**src/rtl/mem_port_arbiter.sv**
```systemverilog
// Round-robin arbiter sharing one external memory port between data, fetch and host requesters.
// Optional macro ARB_HOST_LOCK_EN: host_lock restricts arbitration to requester 2.
module mem_port_arbiter #(
   parameter int ADDR_W   = 10,
   parameter int DATA_W   = 32,
   parameter int READ_LAT = 1
) (
   input  logic                  clock,
   input  logic                  reset,
   input  logic [2:0]            req,
   input  logic [2:0]            we,
   input  logic [3*ADDR_W-1:0]   addr,
   input  logic [3*DATA_W-1:0]   wdata,
   input  logic                  host_lock,
   output logic [2:0]            gnt,
   output logic [2:0]            rvalid,
   output logic [DATA_W-1:0]     rdata,
   output logic                  busy,
   output logic [ADDR_W-1:0]     mem_addr,
   output logic                  mem_we,
   output logic [DATA_W-1:0]     mem_wdata,
   input  logic [DATA_W-1:0]     mem_rdata
);

   typedef enum logic [1:0] {
      IDLE  = 2'd0,
      ISSUE = 2'd1,
      WAIT  = 2'd2
   } state_t;

   state_t              state_q;
   logic [1:0]          last_q;
   logic [1:0]          cur_q;
   logic [1:0]          cnt_q;
   logic [2:0]          gnt_q;
   logic [2:0]          rvalid_q;
   logic                busy_q;
   logic [ADDR_W-1:0]   mem_addr_q;
   logic                mem_we_q;
   logic [DATA_W-1:0]   mem_wdata_q;
   logic [DATA_W-1:0]   rdata_q;

   logic [2:0]          req_eff;
   logic [1:0]          p0, p1, p2;
   logic                win_found;
   logic [1:0]          win_idx;
   logic [2:0]          gnt_d;
   logic [ADDR_W-1:0]   addr_d;
   logic [DATA_W-1:0]   wdata_d;
   logic                we_d;

`ifdef ARB_HOST_LOCK_EN
   assign req_eff = host_lock ? (req & 3'b100) : req;
`else
   logic unused_host_lock;
   assign unused_host_lock = host_lock;
   assign req_eff = req;
`endif

   // Scan order starts just after the last winner so every requester waits at most two others.
   always_comb begin
      case (last_q)
         2'd0:    begin p0 = 2'd1; p1 = 2'd2; p2 = 2'd0; end
         2'd1:    begin p0 = 2'd2; p1 = 2'd0; p2 = 2'd1; end
         default: begin p0 = 2'd0; p1 = 2'd1; p2 = 2'd2; end
      endcase
      win_found = |req_eff;
      if (req_eff[p0]) begin
         win_idx = p0;
      end else if (req_eff[p1]) begin
         win_idx = p1;
      end else begin
         win_idx = p2;
      end
   end

   always_comb begin
      gnt_d   = 3'b000;
      addr_d  = '0;
      wdata_d = '0;
      we_d    = 1'b0;
      case (win_idx)
         2'd0: begin
            gnt_d   = 3'b001;
            addr_d  = addr[0*ADDR_W +: ADDR_W];
            wdata_d = wdata[0*DATA_W +: DATA_W];
            we_d    = we[0];
         end
         2'd1: begin
            gnt_d   = 3'b010;
            addr_d  = addr[1*ADDR_W +: ADDR_W];
            wdata_d = wdata[1*DATA_W +: DATA_W];
            we_d    = we[1];
         end
         default: begin
            gnt_d   = 3'b100;
            addr_d  = addr[2*ADDR_W +: ADDR_W];
            wdata_d = wdata[2*DATA_W +: DATA_W];
            we_d    = we[2];
         end
      endcase
   end

   // Grant, write strobe and read-valid are one-cycle pulses cleared by default every cycle.
   always_ff @(posedge clock) begin
      if (!reset) begin
         state_q     <= IDLE;
         last_q      <= 2'd2;
         cur_q       <= 2'd0;
         cnt_q       <= 2'd0;
         gnt_q       <= 3'b000;
         rvalid_q    <= 3'b000;
         busy_q      <= 1'b0;
         mem_addr_q  <= '0;
         mem_we_q    <= 1'b0;
         mem_wdata_q <= '0;
         rdata_q     <= '0;
      end else begin
         gnt_q    <= 3'b000;
         rvalid_q <= 3'b000;
         mem_we_q <= 1'b0;
         case (state_q)
            IDLE: begin
               if (win_found) begin
                  cur_q       <= win_idx;
                  last_q      <= win_idx;
                  mem_addr_q  <= addr_d;
                  mem_wdata_q <= wdata_d;
                  mem_we_q    <= we_d;
                  gnt_q       <= gnt_d;
                  busy_q      <= 1'b1;
                  state_q     <= ISSUE;
               end
            end
            ISSUE: begin
               if (mem_we_q) begin
                  busy_q  <= 1'b0;
                  state_q <= IDLE;
               end else begin
                  cnt_q   <= 2'(READ_LAT - 1);
                  state_q <= WAIT;
               end
            end
            WAIT: begin
               if (cnt_q == 2'd0) begin
                  rdata_q  <= mem_rdata;
                  rvalid_q <= 3'b001 << cur_q;
                  busy_q   <= 1'b0;
                  state_q  <= IDLE;
               end else begin
                  cnt_q <= cnt_q - 2'd1;
               end
            end
            default: begin
               busy_q  <= 1'b0;
               state_q <= IDLE;
            end
         endcase
      end
   end

   assign gnt       = gnt_q;
   assign rvalid    = rvalid_q;
   assign rdata     = rdata_q;
   assign busy      = busy_q;
   assign mem_addr  = mem_addr_q;
   assign mem_we    = mem_we_q;
   assign mem_wdata = mem_wdata_q;

endmodule

```
**config.mk**
```make
export PLATFORM = sky130hd
export DESIGN_NAME = mem_port_arbiter
export DESIGN_NICKNAME = d
export VERILOG_FILES = /design/src/rtl/mem_port_arbiter.sv
export SDC_FILE = /design/constraint.sdc
export NUM_CORES = 1
export LEC_CHECK = 0
export BUFFER_PORTS_ARGS = -buffer_cell sky130_fd_sc_hd__buf_2
export CAP_MARGIN = 25
export CORE_MARGIN = 3
export CORE_UTILIZATION = 43
export CTS_CLUSTER_DIAMETER = 200
export DETAILED_ROUTE_END_ITERATION = 10
export GPL_TIMING_DRIVEN = 0
export PLACE_DENSITY = 0.79
export SETUP_SLACK_MARGIN = 0.1
export SYNTH_ARGS = -nofsm -noshare
export SYNTH_HDL_FRONTEND = slang
export SYNTH_SLANG_ARGS = --single-unit
```
**constraint.sdc**
```tcl
create_clock -name clock -period 2 [get_ports clock]
set_input_delay 0.2 -clock clock [delete_from_list [all_inputs] [get_ports clock]]
set_output_delay 0.2 -clock clock [all_outputs]
set_load 0.005 [all_outputs]
```
==> run metrics, run 1 <==
count of hold-fix buffers inserted at cts=0; Post-synth EDFFs=0; Vias/cell=5.53; Pins Over Slew Limit=0; worst-path cell chain=buf_2, nand2b_4, a22o_1, clkbuf_4, clkbuf_1, nor4_1, o21ai_0; f_max=524 MHz; Final nets=855; critical path peak fanout=10; Final HPWL DP=10.4 mm; kind of critical path=reg -> reg; H-tree depth=3; status=finished clean; gr usage total=0.235; static leakage=2.78 nW; Hold Path Class=in -> reg; count of different cell masters after synthesis=41; adder-cell share of the synthesized area=0.00313; Worst Max-Slew Pin Slew=481 ps; Max IR drop VDD=0.000461 V; Die Area=10500 um^2; slowest stage delay, CP=380 ps; CP startpoint kind=flop; CTS tree=built; share of cells above drive strength 1=0.439; antenna diode instance count=0; routed len/inst=16.6 um; reg2reg end=last_q[1]; clk_skew=17.5 ps; Synth Area in Compound Gates=0.274; Fin. Hold Viols=0; post-synthesis sequential area ratio=0.446; post-synth top area share=0.446; Syn Std Cell Area=3990 um^2; Initial Utilization=0.449; DRT Wirelength=13.3 mm; main area contributors after synthesis=dfxtp_1, a221o_1, a32o_1; Post-Route Utilization=0.629; Synth Area in XOR/XNOR=0; worst-skew pair later-pin latency=360 ps; syn_nets=595; # IOs=249; Slowest-stage cell, CP=nor4_1; Yosys top cell by area=dfxtp_1; number of synthesis warnings=0; Core Area=8890 um^2; drt pass-1 iters=5; Avg Inst Size Synth=9.35 um^2; Remaining Overflow, GRT=0; antenna viol nets, final=0; asr flop ratio synth=0; total of max-cap violations=0; final period utilization=0.954; clk sinks=89; Mapped Cells=427; Post-route DRC=0; Period minus WS final=1910 ps; port buffer count=247; CTS Buf Count=9; largest net degree at the start of global routing=18; die width=102 um; detailed-route via count=4420; Worst setup startpoint=last_q[0]; final RePlAce weighted congestion=0.816; Synth Register Bits=89; most common cell in the synthesized netlist=dfxtp_1; Final setup viols=0; worst rel slew slack=0.679; commonest cells in the netlist=dfxtp_1, nand2_1, a221o_1, a32o_1, and3_1; die height=102 um; nature of the critical path endpoint=flop; Primary FF master, synth=dfxtp_1; Synth Area in Simple Gates=0.199; worst-case clock buffer depth=2; CP endpoint=last_q[1]; worst-case reg-to-reg path depth=7; hold path startpoint=wdata[25]; Cell Pwr Density=752 nW/um^2; RR Startpoint=last_q[0]; Critical Path AT=2120 ps; vias in the first global route=4196; WP data required=2210 ps; R2R Setup Slk=90 ps; final hold slack=59.4 ps; Area Growth Syn to Fin=40.0%; CTS clock-pin slew for the worst setup and hold paths=100 ps; initial antenna violation count=0; mux contribution to synthesized area=0.00501; root buf cell=clkbuf_8; DR iter-0 viols=160; first-pass GRT wire length=19.8 mm; RSZ-0062 raised after global routing=yes; main combinational cell family by area after synthesis=compound AO/OA/AOI/OAI gates; FP Rows=34
==> flip-flops by register name (all words and copies together) (netlist names) <==
| register | cells |
|---|---|
| mem_wdata | 32 |
| rdata | 32 |
| mem_addr | 10 |
| gnt | 3 |
| rvalid | 3 |
| cnt_q | 2 |
| last_q | 2 |
| state_q | 2 |
| busy | 1 |
| cur_q | 1 |
| mem_we | 1 |
==> power breakdown <==
group	internal, W	switching [W]	total [W]
logic	0.000498	0.000500	0.000998
clock network	0.000478	0.000699	0.00118
registers	0.00194	0.0000883	0.00203
total	0.00292	0.00129	0.00421
==> cell type report <==
cell class	instances	area, um^2
buffer	43	260
sequential	89	1780
fill	802	3300
clock buffer	9	124
timing repair buffer	249	1250
inverter	12	47.5
clock inverter	7	61.3
multi-input combinational	283	1930
tap	108	135
==> stage by stage <==
stage	setup TNS, ps	total power (W)	cells	worst slack [ps]	area (um^2)
after floorplan	0	0.00257	427	332	3990
after global placement	-467	0.00301	782	-22.7	5370
after detailed placement	-435	0.00304	782	-46.4	5370
after CTS	0	0.00422	800	106	5570
after global routing	0	0.00442	800	51.3	5590
final	0	0.00421	800	92.8	5590
==> worst min path at each step <==
stage,endpoint,depth (start not counted)
floorplan,mem_addr[0],1
detailed placement,mem_wdata[7],2
CTS,mem_wdata[25],2
global route,mem_addr[8],2
finish,mem_wdata[25],2
global placement,mem_wdata[7],2
==> placed cells by master, fill, tap and decap left out, types with 2 or more instances in the layout <==
cell type / instances
and2_1: 4
and3_1: 35
dfxtp_1: 89
nor3b_1: 2
nand2b_1: 2
inv_1: 10
o2111ai_1: 7
nor4_1: 2
a32o_1: 35
buf_1: 3
o21ai_0: 3
clkbuf_2: 5
mux2i_1: 2
a21oi_1: 2
clkbuf_4: 4
nand2_1: 76
nor2_1: 7
clkbuf_1: 11
nand3_2: 2
buf_2: 258
a221o_1: 35
clkbuf_8: 9
a21boi_0: 32
inv_8: 2
nor3_1: 3
inv_6: 2
nand3_1: 14
buf_6: 8
nor2b_1: 4
buf_4: 3
==> critical path: cells and delay by family (launching register included) <==
family	cells	cell delay [ps]
DFF	1	300
and+or+nand+nor	2	540
AOI/OAI and AO/OA	2	350
buffers and inverters	3	600
==> what timing repair did <==
item / CTS / global route
gates resized for setup: 1 / 15
pin swaps: 1 / 0
setup buffers: 2 / 0
hold endpoints to repair: 0 / 0
cloned: 0 / 0
setup endpoints to repair: 29 / 64
==> kinds of logic after synthesis <==
group,Yosys count
AND/OR/NAND/NOR,158
flip-flops,89
AO/OA/AOI/OAI,122
multiplexers,2
buffers and inverters,55
adder cells (fa/ha/maj),1
==> routing by layer <==
metal	vias up	global-route usage	share of wire	wire length, um
met2	199	0.399	0.50	6640
li1	2126	-	-	-
met5	-	0	0	0
met1	2061	0.298	0.40	5250
met3	34	0.0403	0.077	1020
met4	0	0.0908	0.029	379
No activity file was read; power rests on OpenSTA's default activity.
==> run 2, diff against run 1 <==
--- a/config.mk
+++ b/config.mk
@@ -12,7 +12,7 @@
 export CTS_CLUSTER_DIAMETER = 200
 export DETAILED_ROUTE_END_ITERATION = 10
 export GPL_TIMING_DRIVEN = 0
-export PLACE_DENSITY = 0.79
+export PLACE_DENSITY = 0.8
 export SETUP_SLACK_MARGIN = 0.1
 export SYNTH_ARGS = -nofsm -noshare
 export SYNTH_HDL_FRONTEND = slang
==> run 2 against run 1 <==
Hold slack better by 4.5 ps. Sequential power hardly changed. Critical path depth stayed put. Design area is 0.90% higher. Clock skew is 3.8 ps lower. Via count stayed put. Final cell count stayed put. Sequential share of layout area is 0.28 points lower. Largest cell class unchanged.
==> run metrics, run 2 (same netlist as run 1, synthesis figures left out) <==
total of max-cap violations=0 (unchanged); CP startpoint kind=flop (unchanged); Final nets=855 (unchanged); GR peak layer=met2 (unchanged); worst-case reg-to-reg path depth=7 (unchanged); most frequent cells in the layout=buf_2, dfxtp_1, nand2_1 (unchanged); clk sinks=89 (unchanged); Vias/cell=5.53 (unchanged); Pwr Total=0.00446 W (was 0.00421 W); Worst Max-Slew Pin Slew=488 ps (was 481 ps); Fin. Hold Viols=0 (unchanged); final period utilization=0.932 (was 0.954); Period minus WS final=1860 ps (was 1910 ps); die width=102 um (unchanged); reg2reg end=mem_addr[4] (was last_q[1]); clk_skew=13.7 ps (was 17.5 ps); CTS clock-pin slew for the worst setup and hold paths=100 ps (about the same); final hold slack=63.9 ps (was 59.4 ps); Critical Path AT=2110 ps (was 2120 ps); Initial Utilization=0.449 (unchanged); Max IR drop VDD=0.000486 V (was 0.000461 V); Area Growth Syn to Fin=41.3% (was 40.0%); Finished Cell Area=5640 um^2 (was 5590 um^2); status=finished clean (unchanged); vias in the first global route=4125 (was 4196); static leakage=2.80 nW (was 2.78 nW); Remaining Overflow, GRT=0 (unchanged); hold-critical path depth=2 (unchanged); Core Area=8890 um^2 (unchanged); sink of the worst hold path=mem_addr[6] (was mem_wdata[25]); initial antenna violation count=0 (unchanged); Final setup viols=0 (unchanged); gr usage total=0.237 (was 0.235); DRT Wirelength=13.4 mm (was 13.3 mm); Die Area=10500 um^2 (unchanged); CTS Buf Count=9 (unchanged); Pins Over Slew Limit=0 (unchanged); f_max=536 MHz (was 524 MHz); grt met1 use=0.292 (was 0.298); WP data required=2240 ps (was 2210 ps); FP Rows=34 (unchanged); Post-route DRC=0 (unchanged); final RePlAce weighted congestion=0.834 (was 0.816); routed len/inst=16.8 um (was 16.6 um); M2 GR Usage=0.414 (was 0.399); port buffer count=247 (unchanged); Worst setup startpoint=last_q[0] (unchanged); first-pass GRT wire length=19.9 mm (was 19.8 mm); antenna diode instance count=0 (unchanged); count of hold-fix buffers inserted at cts=0 (unchanged); CTS tree=built (unchanged); largest net degree at the start of global routing=17 (was 18); die height=102 um (unchanged); nature of the critical path endpoint=flop (unchanged); Cell Pwr Density=790 nW/um^2 (was 752 nW/um^2); critical path peak fanout=10 (unchanged); hold path startpoint=addr[6] (was wdata[25]); worst-skew pair later-pin latency=350 ps (was 360 ps); Hold Path Class=in -> reg (unchanged); R2R Setup Slk=140 ps (was 90 ps); worst rel slew slack=0.670 (was 0.679); detailed-route via count=4420 (unchanged); Final HPWL DP=10.3 mm (was 10.4 mm); kind of critical path=reg -> reg (unchanged); antenna viol nets, final=0 (unchanged); root buf cell=clkbuf_8 (unchanged); RSZ-0062 raised after global routing=yes (unchanged); share of cells above drive strength 1=0.441 (was 0.439); RR Startpoint=last_q[0] (unchanged); GR Layer Usage met3=0.0478 (was 0.0403); DP Area=5370 um^2 (unchanged); drt pass-1 iters=7 (was 5); H-tree depth=3 (unchanged); worst-case clock buffer depth=2 (unchanged); # IOs=249 (unchanged); most common cell after layout, fill and taps aside=buf_2 (unchanged); DR iter-0 viols=195 (was 160)
==> run 2: routing by layer <==
metal	wire (um)	vias up
met3	919	26
li1	-	2123
met2	6920	201
met1	5280	2070
met5	0	-
met4	303	0
==> run 2: worst max-delay path, stage by stage, from the launching register on <==
cell	delay (ps)
dfxtp_1	310
buf_2	160
nand2b_1	170
a22o_1	190
buf_2	180
buf_4	190
a32o_1	280
a221o_1	270
==> run 2: cell type report <==
type                    instances  area [um^2]
fillers                       779         3250
clock inverters                 7          101
repair buffers                249         1250
well taps                     108          135
inverters                      12         47.5
plain buffers                  43          264
clock buffers                   9          124
multi-input cells             283         1940
flip-flops and latches         89         1780
==> run 2: where the power goes <==
part | switching, W | total (W) | internal, W
logic | 0.000500 | 0.00100 | 0.000500
registers | 0.0000915 | 0.00203 | 0.00194
clock network | 0.000703 | 0.00142 | 0.000718
==> run 2: metrics by stage <==
| stage | utilization | TNS, ps | std cells | setup WS [ps] |
|---|---|---|---|---|
| floorplan | - | 0 | 427 | 332 |
| global placement | 0.603 | -665 | 782 | -33.5 |
| global route | 0.635 | 0 | 800 | 75.9 |
| detailed placement | 0.603 | -447 | 782 | -40.5 |
| finish | 0.635 | 0 | 800 | 136 |
| CTS | 0.631 | 0 | 800 | 117 |
==> run 2: how the worst max path moves through the flow <==
| stage | cells after the start | to |
|---|---|---|
| 2_1_floorplan | 7 | mem_addr[0] |
| 3_3_place_gp | 6 | mem_wdata[16] |
| 3_5_place_dp | 6 | mem_wdata[14] |
| 4_1_cts | 7 | mem_addr[4] |
| 5_1_grt | 7 | mem_addr[4] |
| 6_report | 7 | mem_addr[4] |
==> run 2: what timing repair did <==
action                                  4_1_cts  5_1_grt
endpoints found under the hold margin         0        0
endpoints found under the setup margin       29       66
gates resized for setup                       1       21
buffers inserted                              2        0
pin swaps                                     1        0
==> run 3, diff against run 2 <==
--- a/config.mk
+++ b/config.mk
@@ -12,7 +12,7 @@
 export CTS_CLUSTER_DIAMETER = 200
 export DETAILED_ROUTE_END_ITERATION = 10
 export GPL_TIMING_DRIVEN = 0
-export PLACE_DENSITY = 0.8
+export PLACE_DENSITY = 0.84
 export SETUP_SLACK_MARGIN = 0.1
 export SYNTH_ARGS = -nofsm -noshare
 export SYNTH_HDL_FRONTEND = slang
==> run 3 against run 2 <==
Maximum frequency increased by 1.3%. Via count decreased by 0.75%. Clock power decreased by 13%. Flip-flop and latch count unchanged. Clock skew about the same. Global-route usage decreased by 0.32 points. Routed wire length decreased by 2.0%. Final cell count unchanged. Combinational power about the same. Die area unchanged. Largest cell class unchanged. Highest routed layer unchanged.
==> run metrics, run 3 (same netlist as run 1, synthesis figures left out) <==
switch share=0.291 (was 0.290); Hold Path Class=in -> reg (unchanged); CTS clock-pin slew for the worst setup and hold paths=90 ps (was 100 ps); setup_tns=0 ps (unchanged); WP data required=2240 ps (about the same); antenna diode instance count=0 (unchanged); detailed-route via count=4387 (was 4420); Max IR drop VDD=0.000426 V (was 0.000486 V); Pwr Total=0.00427 W (was 0.00446 W); post-route insts no fill=800 (unchanged); DR iter-0 viols=175 (was 195); total of max-cap violations=0 (unchanged); FP Rows=34 (unchanged); vias in the first global route=4141 (was 4125); Clk pwr share=0.289 (was 0.319); final period utilization=0.920 (was 0.932); Period minus WS final=1840 ps (was 1860 ps); Fin. Hold Viols=0 (unchanged); Area Growth Syn to Fin=40.9% (was 41.3%); CTS tree=built (unchanged); die height=102 um (unchanged); Critical Path AT=2080 ps (was 2110 ps); status=finished clean (unchanged); Pint=0.00303 W (was 0.00316 W); clk_skew=13.7 ps (about the same); static leakage=2.79 nW (was 2.80 nW); nature of the critical path endpoint=flop (unchanged); RSZ-0062 raised after global routing=yes (unchanged); most frequent cells in the layout=buf_2, dfxtp_1, nand2_1 (unchanged); most common cell after layout, fill and taps aside=buf_2 (unchanged); Post-Route Utilization=0.633 (was 0.635); routed len/inst=16.4 um (was 16.8 um); largest net degree at the start of global routing=16 (was 17); clk sinks=89 (unchanged); Initial Utilization=0.449 (unchanged); Worst Max-Slew Pin Slew=509 ps (was 488 ps); root buf cell=clkbuf_8 (unchanged); CP startpoint kind=flop (unchanged); fill cell count=752 (was 779); port buffer count=247 (unchanged); worst rel slew slack=0.660 (was 0.670); Core Area=8890 um^2 (unchanged); H-tree depth=3 (unchanged); Pins Over Slew Limit=0 (unchanged); Vias/cell=5.48 (was 5.53); drt pass-1 iters=5 (was 7); Post-route DRC=0 (unchanged); CTS Buf Count=9 (unchanged); Cell Pwr Density=759 nW/um^2 (was 790 nW/um^2); switching power=0.00124 W (was 0.00129 W); post-placement cell count=782 (unchanged); worst-case clock buffer depth=2 (unchanged); share of cells above drive strength 1=0.439 (was 0.441); logic gate share of total power=0.236 (was 0.224); Final setup viols=0 (unchanged); Final HPWL DP=10.2 mm (was 10.3 mm); sequential fraction of design power=0.475 (was 0.457); gr usage total=0.234 (was 0.237); critical path peak fanout=10 (unchanged); Die Area=10500 um^2 (unchanged); Final nets=856 (was 855); die width=102 um (unchanged); Remaining Overflow, GRT=0 (unchanged); DRT Wirelength=13.2 mm (was 13.4 mm); R2R Setup Slk=160 ps (was 140 ps); final RePlAce weighted congestion=0.793 (was 0.834); worst-skew pair later-pin latency=360 ps (was 350 ps); antenna viol nets, final=0 (unchanged); # IOs=249 (unchanged); kind of critical path=reg -> reg (unchanged); initial antenna violation count=0 (unchanged); first-pass GRT wire length=19.6 mm (was 19.9 mm); f_max=543 MHz (was 536 MHz)
-- run 3: cell count changes in the layout (fill, tap and decap cells not counted), sizes merged --
cell,before,now
clkinvlp,1,2
clkbuf,28,29
bufinv,2,1
clkinv,2,1
-- run 3: worst max-delay path, stage by stage (launching register included) --
cell      delay, ps
dfxtp_1         320
clkbuf_4        170
nand2b_1        160
a21o_1          190
nand3_2         170
inv_2           130
clkbuf_4        220
a221o_1         380
-- run 3: final timing paths --
kind / start / end / depth (start not counted)
worst min-delay path: addr[8] / mem_addr[8] / 2
worst max register to register: last_q[0] / mem_wdata[25] / 7
worst max-delay path: last_q[0] / mem_wdata[25] / 7
worst min register to register: rdata[31] / rdata[31] / 2
-- run 3: layout make-up --
cell class	instances	area [um^2]	share of cell area
multi-input combinational	283	1940	0.344
sequential	89	1780	0.317
timing repair buffer	250	1260	0.224
buffer	43	275	0.0489
tap	108	135	0.0240
clock buffer	9	124	0.0220
clock inverter	6	67.6	0.0120
inverter	12	47.5	0.00845
-- run 3: routing by layer --
metal	vias to the layer above	track usage	part of all wire
met5	-	0	0
met4	0	0.0777	0.029
li1	2116	-	-
met3	31	0.0464	0.067
met1	2037	0.302	0.41
met2	203	0.393	0.50
-- run 3: power groups by stage --
stage                     Sequential, W  Clock (W)  Combinational, W
after floorplan                 0.00208          0          0.000496
after global placement          0.00206          0          0.000945
after detailed placement        0.00206          0          0.000972
after CTS                       0.00203    0.00125          0.000988
after global routing            0.00205    0.00133           0.00111
final                           0.00203    0.00123           0.00101
-- run 3: what timing repair did --
action	in CTS	in global routing
gates resized for setup	2	22
pin swaps	1	0
setup endpoints to repair	35	63
cloned	0	0
hold buffers	0	0
setup buffers	3	0
-- run 3: per-stage QoR --
step                      instance area (um^2)  worst slack (ps)  hold WS, ps
after floorplan                           3990               332          339
after global placement                    5370             -39.2          423
after detailed placement                  5370             -90.3          426
after CTS                                 5580               111         48.8
after global routing                      5630              82.2         55.3
final                                     5630               159         61.3
